[src/rtl/timer_pkg.sv]
// Purpose: shared constants, APB state type and byte-merge helper for the timer register front-end.
// Latency: n/a (definitions only).
// Backpressure: n/a.
package timer_pkg;

  // Word offsets within the 32-byte register window (paddr[4:0])
  localparam logic [4:0] OFF_TCR   = 5'h00;
  localparam logic [4:0] OFF_TDR0  = 5'h04;
  localparam logic [4:0] OFF_TDR1  = 5'h08;
  localparam logic [4:0] OFF_TCMP0 = 5'h0C;
  localparam logic [4:0] OFF_TCMP1 = 5'h10;
  localparam logic [4:0] OFF_TIER  = 5'h14;
  localparam logic [4:0] OFF_TISR  = 5'h18;
  localparam logic [4:0] OFF_THCSR = 5'h1C;

  // TCR field positions
  localparam int TCR_EN_BIT     = 0;
  localparam int TCR_DIV_EN_BIT = 1;
  localparam int TCR_DIV_LSB    = 8;

  localparam logic [31:0] TCR_RST  = 32'h0000_0100;
  localparam logic [31:0] TCMP_RST = 32'hFFFF_FFFF;
  localparam logic [3:0]  DIV_RST  = 4'd1;
  localparam logic [3:0]  DIV_MAX  = 4'd8;

  typedef enum logic [1:0] {
    APB_IDLE,
    APB_SETUP,
    APB_ACCESS
  } apb_state_e;

  // Replace the bytes of old_w selected by strb with the matching bytes of new_w
  function automatic logic [31:0] strb_merge(input logic [31:0] old_w,
                                             input logic [31:0] new_w,
                                             input logic [3:0]  strb);
    logic [31:0] res;
    res = old_w;
    for (int b = 0; b < 4; b++) begin
      if (strb[b]) res[b*8 +: 8] = new_w[b*8 +: 8];
    end
    return res;
  endfunction

endpackage

[src/rtl/timer_apb_fsm.sv]
// Purpose: APB phase tracker, wait-state counter and completion strobe.
// Latency: pready in access cycle WAIT_STATES+1 (combinational when WAIT_STATES = 0).
// Backpressure: inserts WAIT_STATES wait cycles; a psel drop in access aborts the transfer.
// Ports: clk, rst_n, psel, penable in; pready (transfer complete), xfer_done (completion strobe) out.
module timer_apb_fsm
  import timer_pkg::*;
#(
  parameter int WAIT_STATES = 0
) (
  input  logic clk,
  input  logic rst_n,
  input  logic psel,
  input  logic penable,
  output logic pready,
  output logic xfer_done
);

  localparam logic [1:0] WS = 2'(WAIT_STATES);

  // state_q holds the bus phase seen in the previous cycle, so an access
  // phase is only honoured when it follows a setup (or an ongoing wait).
  apb_state_e state_q;
  logic [1:0] wcnt_q;
  logic       access;

  assign access    = psel & penable & (state_q != APB_IDLE);
  assign pready    = access & (wcnt_q == WS);
  assign xfer_done = pready;

  always_ff @(posedge clk or negedge rst_n) begin
    if (!rst_n) begin
      state_q <= APB_IDLE;
      wcnt_q  <= '0;
    end else begin
      if (psel && !penable) begin
        state_q <= APB_SETUP;
        wcnt_q  <= '0;
      end else if (access && !pready) begin
        state_q <= APB_ACCESS;
        wcnt_q  <= wcnt_q + 2'd1;
      end else begin
        // completed, aborted or idle bus
        state_q <= APB_IDLE;
        wcnt_q  <= '0;
      end
    end
  end

endmodule

[src/rtl/timer_apb_regs.sv]
// Purpose: APB register file for the 64-bit system timer (control, load strobes, coherent readback, compare irq).
// Latency: reads/writes complete with pready; load strobes and irq status are registered, one cycle later.
// Backpressure: WAIT_STATES wait cycles per transfer via timer_apb_fsm; errors complete with pslverr.
// Ports: APB slave (psel..pslverr), cnt_value/dbg_mode from the counter, counter control and tim_int out.
module timer_apb_regs
  import timer_pkg::*;
#(
  parameter int WAIT_STATES = 0,
  parameter int ADDR_W      = 12
) (
  input  logic              clk,
  input  logic              rst_n,
  input  logic              psel,
  input  logic              penable,
  input  logic              pwrite,
  input  logic [ADDR_W-1:0] paddr,
  input  logic [31:0]       pwdata,
  input  logic [3:0]        pstrb,
  output logic [31:0]       prdata,
  output logic              pready,
  output logic              pslverr,
  input  logic [63:0]       cnt_value,
  input  logic              dbg_mode,
  output logic              timer_en,
  output logic              timer_en_h_l,
  output logic              div_en,
  output logic [3:0]        div_val,
  output logic              halt_req,
  output logic              tdrl_wr_sel,
  output logic              tdro_wr_sel,
  output logic [31:0]       tdrl,
  output logic [31:0]       tdro,
  output logic              tim_int
);

  logic xfer_done;

  timer_apb_fsm #(.WAIT_STATES(WAIT_STATES)) u_fsm (
    .clk      (clk),
    .rst_n    (rst_n),
    .psel     (psel),
    .penable  (penable),
    .pready   (pready),
    .xfer_done(xfer_done)
  );

  logic        en_q, en_d, div_en_q, div_en_d, h_l_q, h_l_d;
  logic [3:0]  div_q, div_d;
  logic [31:0] tcmp0_q, tcmp0_d, tcmp1_q, tcmp1_d;
  logic        int_en_q, int_en_d, int_st_q, int_st_d, halt_q, halt_d;
  logic [31:0] snap_q, snap_d;
  logic        snap_vld_q, snap_vld_d;
  logic [31:0] tdrl_q, tdrl_d, tdro_q, tdro_d;
  logic        tdrl_sel_q, tdrl_sel_d, tdro_sel_q, tdro_sel_d;

  logic [4:0]  off;
  logic [3:0]  wr_div;
  logic        err, wr_ok, rd_ok, match;
  logic [31:0] rdata;

  assign off    = paddr[4:0];
  // TCR divider value as it would be after this write's byte strobes
  assign wr_div = pstrb[1] ? pwdata[TCR_DIV_LSB +: 4] : div_q;
  // Every aligned word in the 32-byte window is mapped; anything above is not.
  assign err    = (paddr[1:0] != 2'b00) || (|paddr[ADDR_W-1:5]) ||
                  (pwrite && (off == OFF_TCR) && (wr_div > DIV_MAX));
  assign wr_ok  = xfer_done & pwrite & ~err;
  assign rd_ok  = xfer_done & ~pwrite & ~err;
  assign match  = (cnt_value == {tcmp1_q, tcmp0_q});

  always_comb begin
    rdata = '0;
    case (off)
      OFF_TCR:   rdata = {20'b0, div_q, 6'b0, div_en_q, en_q};
      OFF_TDR0:  rdata = cnt_value[31:0];
      OFF_TDR1:  rdata = snap_vld_q ? snap_q : cnt_value[63:32];
      OFF_TCMP0: rdata = tcmp0_q;
      OFF_TCMP1: rdata = tcmp1_q;
      OFF_TIER:  rdata = {31'b0, int_en_q};
      OFF_TISR:  rdata = {31'b0, int_st_q};
      OFF_THCSR: rdata = {30'b0, halt_q & dbg_mode, halt_q};
      default:   rdata = '0;
    endcase
  end

  assign prdata  = rd_ok ? rdata : 32'b0;
  assign pslverr = xfer_done & err;

  always_comb begin
    en_d       = en_q;
    div_en_d   = div_en_q;
    div_d      = div_q;
    tcmp0_d    = tcmp0_q;
    tcmp1_d    = tcmp1_q;
    int_en_d   = int_en_q;
    halt_d     = halt_q;
    snap_d     = snap_q;
    snap_vld_d = snap_vld_q;
    tdrl_d     = tdrl_q;
    tdro_d     = tdro_q;
    tdrl_sel_d = 1'b0;
    tdro_sel_d = 1'b0;
    int_st_d   = int_st_q;

    if (wr_ok) begin
      case (off)
        OFF_TCR: begin
          if (pstrb[0]) begin
            en_d     = pwdata[TCR_EN_BIT];
            div_en_d = pwdata[TCR_DIV_EN_BIT];
          end
          div_d = wr_div;
        end
        OFF_TDR0: begin
          tdrl_d     = strb_merge(cnt_value[31:0], pwdata, pstrb);
          tdrl_sel_d = 1'b1;
          snap_vld_d = 1'b0;
        end
        OFF_TDR1: begin
          tdro_d     = strb_merge(cnt_value[63:32], pwdata, pstrb);
          tdro_sel_d = 1'b1;
          snap_vld_d = 1'b0;
        end
        OFF_TCMP0: tcmp0_d = strb_merge(tcmp0_q, pwdata, pstrb);
        OFF_TCMP1: tcmp1_d = strb_merge(tcmp1_q, pwdata, pstrb);
        OFF_TIER:  if (pstrb[0]) int_en_d = pwdata[0];
        OFF_TISR:  if (pstrb[0] && pwdata[0]) int_st_d = 1'b0;
        OFF_THCSR: if (pstrb[0]) halt_d = pwdata[0];
        default: ;
      endcase
    end

    // Reading the low word freezes the high word so the pair is coherent.
    if (rd_ok && off == OFF_TDR0) begin
      snap_d     = cnt_value[63:32];
      snap_vld_d = 1'b1;
    end else if (rd_ok && off == OFF_TDR1) begin
      snap_vld_d = 1'b0;
    end

    // A compare hit overrides a simultaneous W1C clear.
    if (match) int_st_d = 1'b1;

    h_l_d = en_q & ~en_d;
  end

  always_ff @(posedge clk or negedge rst_n) begin
    if (!rst_n) begin
      en_q       <= TCR_RST[TCR_EN_BIT];
      div_en_q   <= TCR_RST[TCR_DIV_EN_BIT];
      div_q      <= DIV_RST;
      h_l_q      <= 1'b0;
      tcmp0_q    <= TCMP_RST;
      tcmp1_q    <= TCMP_RST;
      int_en_q   <= 1'b0;
      int_st_q   <= 1'b0;
      halt_q     <= 1'b0;
      snap_q     <= '0;
      snap_vld_q <= 1'b0;
      tdrl_q     <= '0;
      tdro_q     <= '0;
      tdrl_sel_q <= 1'b0;
      tdro_sel_q <= 1'b0;
    end else begin
      en_q       <= en_d;
      div_en_q   <= div_en_d;
      div_q      <= div_d;
      h_l_q      <= h_l_d;
      tcmp0_q    <= tcmp0_d;
      tcmp1_q    <= tcmp1_d;
      int_en_q   <= int_en_d;
      int_st_q   <= int_st_d;
      halt_q     <= halt_d;
      snap_q     <= snap_d;
      snap_vld_q <= snap_vld_d;
      tdrl_q     <= tdrl_d;
      tdro_q     <= tdro_d;
      tdrl_sel_q <= tdrl_sel_d;
      tdro_sel_q <= tdro_sel_d;
    end
  end

  assign timer_en     = en_q;
  assign timer_en_h_l = h_l_q;
  assign div_en       = div_en_q;
  assign div_val      = div_q;
  assign halt_req     = halt_q;
  assign tdrl_wr_sel  = tdrl_sel_q;
  assign tdro_wr_sel  = tdro_sel_q;
  assign tdrl         = tdrl_q;
  assign tdro         = tdro_q;
  assign tim_int      = int_st_q & int_en_q;

endmodule
[config.mk]
export PLATFORM = sky130hd
export DESIGN_NAME = timer_apb_regs
export DESIGN_NICKNAME = d
export VERILOG_FILES = /design/src/rtl/timer_pkg.sv /design/src/rtl/timer_apb_fsm.sv /design/src/rtl/timer_apb_regs.sv
export SDC_FILE = /design/constraint.sdc
export NUM_CORES = 1
export LEC_CHECK = 0
export ABC_CLOCK_PERIOD_IN_PS = 4300
export CORE_AREA = 2 2 135 124
export CTS_CLUSTER_SIZE = 28
export DETAILED_ROUTE_END_ITERATION = 8
export DIE_AREA = 0 0 137 126
export DONT_BUFFER_PORTS = 1
export MAX_ROUTING_LAYER = met4
export PLACE_DENSITY = 0.75
export SLEW_MARGIN = 0
export SYNTH_ARGS = -nofsm -noshare
export SYNTH_HDL_FRONTEND = slang
export SYNTH_SLANG_ARGS = --single-unit
export TNS_END_PERCENT = 5
[constraint.sdc]
create_clock -name clk -period 4.3 [get_ports clk]
set_clock_uncertainty 0.1 [all_clocks]
set_input_delay 0.215 -clock clk [delete_from_list [all_inputs] [get_ports clk]]
set_output_delay 0.215 -clock clk [all_outputs]
set_load 0.02 [all_outputs]
==> reports/results.tsv <==
metric	value	unit
Max-Cap Viols	0	
area grow syn2layout	18.9	%
gr usage total	34.8	%
Least-Margin Pin Slew	1.16	ns
crit-path cells	inv_1 > ha_1 > inv_1 > nor2_2 > nand3b_4 > a21oi_1	
commonest non-fill, non-tap cells in the layout	111 x dfrtp_1, 107 x dlygate4sd3_1, 103 x mux2_2	
CTS resizes	0	
Worst EP required	3.98	ns
setup ws final	1.13	ns
vias per cell	6.44	
syn_nets	963	
TritonRoute pass-1 iters	7	
post-synthesis xor/xnor area fraction	5.99	%
EDFF count, synth	0	
CTS HTree Levels	4	
number of global-route vias before repair	7784	
Max Clock Freq	316	MHz
CP delay by family, top	simple AND/OR/NAND/NOR gates	
per-cell routed wire length	24.9	um
clock-pin slew on the worst setup and hold paths	0.06	ns
Worst-Skew Late Latency	0.44	ns
antenna diode count	0	
Seq/Total Area, Yosys	48.2	%
min Tclk post-route	3.17	ns
CTS Hold Bufs	107	
post-place setup slack	1.36	ns
via count	7385	
Largest stage delay, worst path	0.67	ns
fraction of the mapped netlist area in adder cells	0.134	%
Nets	1046	
largest net degree at the start of global routing	178	
pwr/cell area	315	nW/um^2
CP Data Arrival Time	2.85	ns
clk sinks	177	
Post-Synthesis Cells	844	
first-pass GRT wire length	44300	um
Placer Congestion	0.896	
Synth Register Bits	177	
CTS Root Cell	clkbuf_16	
Final Hold Vio Count	177	
run status	finished, violations left	
num rows	44	
DP HPWL	18400	um
# port buffers	0	
failing checks	negative hold slack	
most frequent cell on the critical path	inv_1	
initial cell density of the core	59.0	%
worst relative slew slack	22.3	%
DRC viols	0	
DRT iter0 DRCs	572	
Simple-Gate Fraction of Synth Area	9.69	%
CP max-delay cell	a21oi_1	
average cell area after synthesis	11.1	sq um
WP buf/inv	2	
GRT Residual Overflow	0	
Slew Limit Fails	0	
ys async rst share	100	%
startpoint types	flip-flop	
Bufs on Longest Clock Path	2	
RSZ-0062 raised after global routing	false	
WHS	-0.619	ns
initial antenna violation count	0	
I/O pin count	227	
die height	126	um
Num CTS Buffers	17	
CP max FO	33	
warnings from Yosys	0	
Die W	137	um
Post-CTS Setup Inserts	0	
Antenna Violating Nets Remaining	0	
post-route clock period utilization	73.6	%
Detailed Route WL	28600	um
Critical Path End Type	output pin	
Max IR drop VDD	284	uV
worst min-delay path category	input pin to async pin	
Setup-failing EPs final	0	
Yosys cell types	51	
Main synth FF type	dfrtp_1	
most common cell after layout, fill and taps aside	dfrtp_1	
Post-Syn Area	9350	sq um
CTS tree	yes	
Compound-Gate Fraction of Synth Area	10.1	%
Leak	4.63	nW
share of post-route cells with drive strength above 1	23.8	%
die footprint	17300	sq um
mux cell area share after synthesis	23.2	%
largest family of logic cells by synthesized area	multiplexers	
Fillers	1122	
CP Class	flip-flop to output pin	
Core ar.	15900	sq um
setup TNS	0	ns
[per-stage QoR]
step	hold slack [ns]	cells	utilization [%]	cell area (sq um)	total power (W)
detailed placement	-0.175	1008	59.6	9450	0.00182
global route	-0.638	1147	70.1	11100	0.00360
CTS	-0.635	1147	70.1	11100	0.00351
finish	-0.619	1147	70.1	11100	0.00350
floorplan	-0.181	844	-	9350	0.00181
global placement	-0.174	1008	59.6	9450	0.00182
[metal layers]
metal | share of wire (%) | GRT usage, %
met5 | 0 | -
met4 | 2.9 | 12.5
met1 | 41 | 45.1
met3 | 8.9 | 8.45
met2 | 47 | 53.5
[layout make-up]
type	count	area, sq um	share of cell area (%)
Multi-Input combinational cell	612	4600	41.4
Sequential cell	177	4510	40.6
Timing Repair Buffer	115	1130	10.2
Clock buffer	19	433	3.90
Tap cell	207	259	2.33
Clock inverter	13	163	1.46
Inverter	4	15.0	0.135
[path summary, 6_finish.rpt]
kind | startpoint | to | slack [ns] | cells after the start
max | u_fsm.wcnt_q[0] | prdata[1] | 1.13 | 6
min | rst_n | u_fsm.state_q[0] | -0.62 | 0
max reg2reg | u_fsm.wcnt_q[0] | div_val[1] | 1.32 | 8
min reg2reg | u_fsm.wcnt_q[0] | u_fsm.wcnt_q[0] | 0.36 | 1
max in group asynchronous | rst_n | tcmp0_q[13] | 4.34 | 0
min in group clk | psel | u_fsm.wcnt_q[1] | 0.02 | 2
[state kept, by name, summed over array words and instances, names as in the netlist]
register	cells
tdrl	32
timer_en_h_l	1
tdrl_wr_sel	1
halt_req	1
tcmp1_q	32
tcmp0_q	32
tdro_wr_sel	1
tdro	32
snap_vld_q	1
u_fsm.state_q	2
timer_en	1
div_en	1
snap_q	32
int_en_q	1
u_fsm.wcnt_q	2
int_st_q	1
div_val	4
[power breakdown]
part | switching, W | internal [W]
clock | 0.000674 | 0.000915
combinational | 0.000113 | 0.000132
sequential | 0.000000445 | 0.00167
[kinds of logic (layout without fill, tap and decap cells)]
group           after synthesis  in the layout
mux                         202            202
simple gates                179            179
flops                       177            177
compound gates              166            166
xor+xnor                     64             64
buf+inv                      55            151
fa+ha+maj                     1              1
[synth_stat cells, types with 2 or more instances]
cell type	count	share of area, %
dfrtp_1	112	30
buf_2	7	0.37
or3_1	2	0.13
nand2_2	4	0.27
nor2_1	37	1.5
nand4_2	3	0.40
and3_1	3	0.20
mux2i_1	95	10
o211ai_1	2	0.16
buf_1	3	0.12
clkbuf_1	36	1.4
nor2b_1	3	0.20
buf_6	4	0.48
a22oi_1	30	2.4
o21ai_0	63	3.4
nor4_1	4	0.27
o21ai_1	4	0.21
a221oi_1	5	0.47
nand2b_1	2	0.13
xnor2_1	64	6.0
mux2_1	3	0.36
nand4_1	21	1.4
a21oi_1	57	3.1
nor3_1	8	0.43
dfstp_2	65	18
inv_1	4	0.16
nand2_1	77	3.1
mux2_2	103	12
Power figures use the tool's default switching activity.
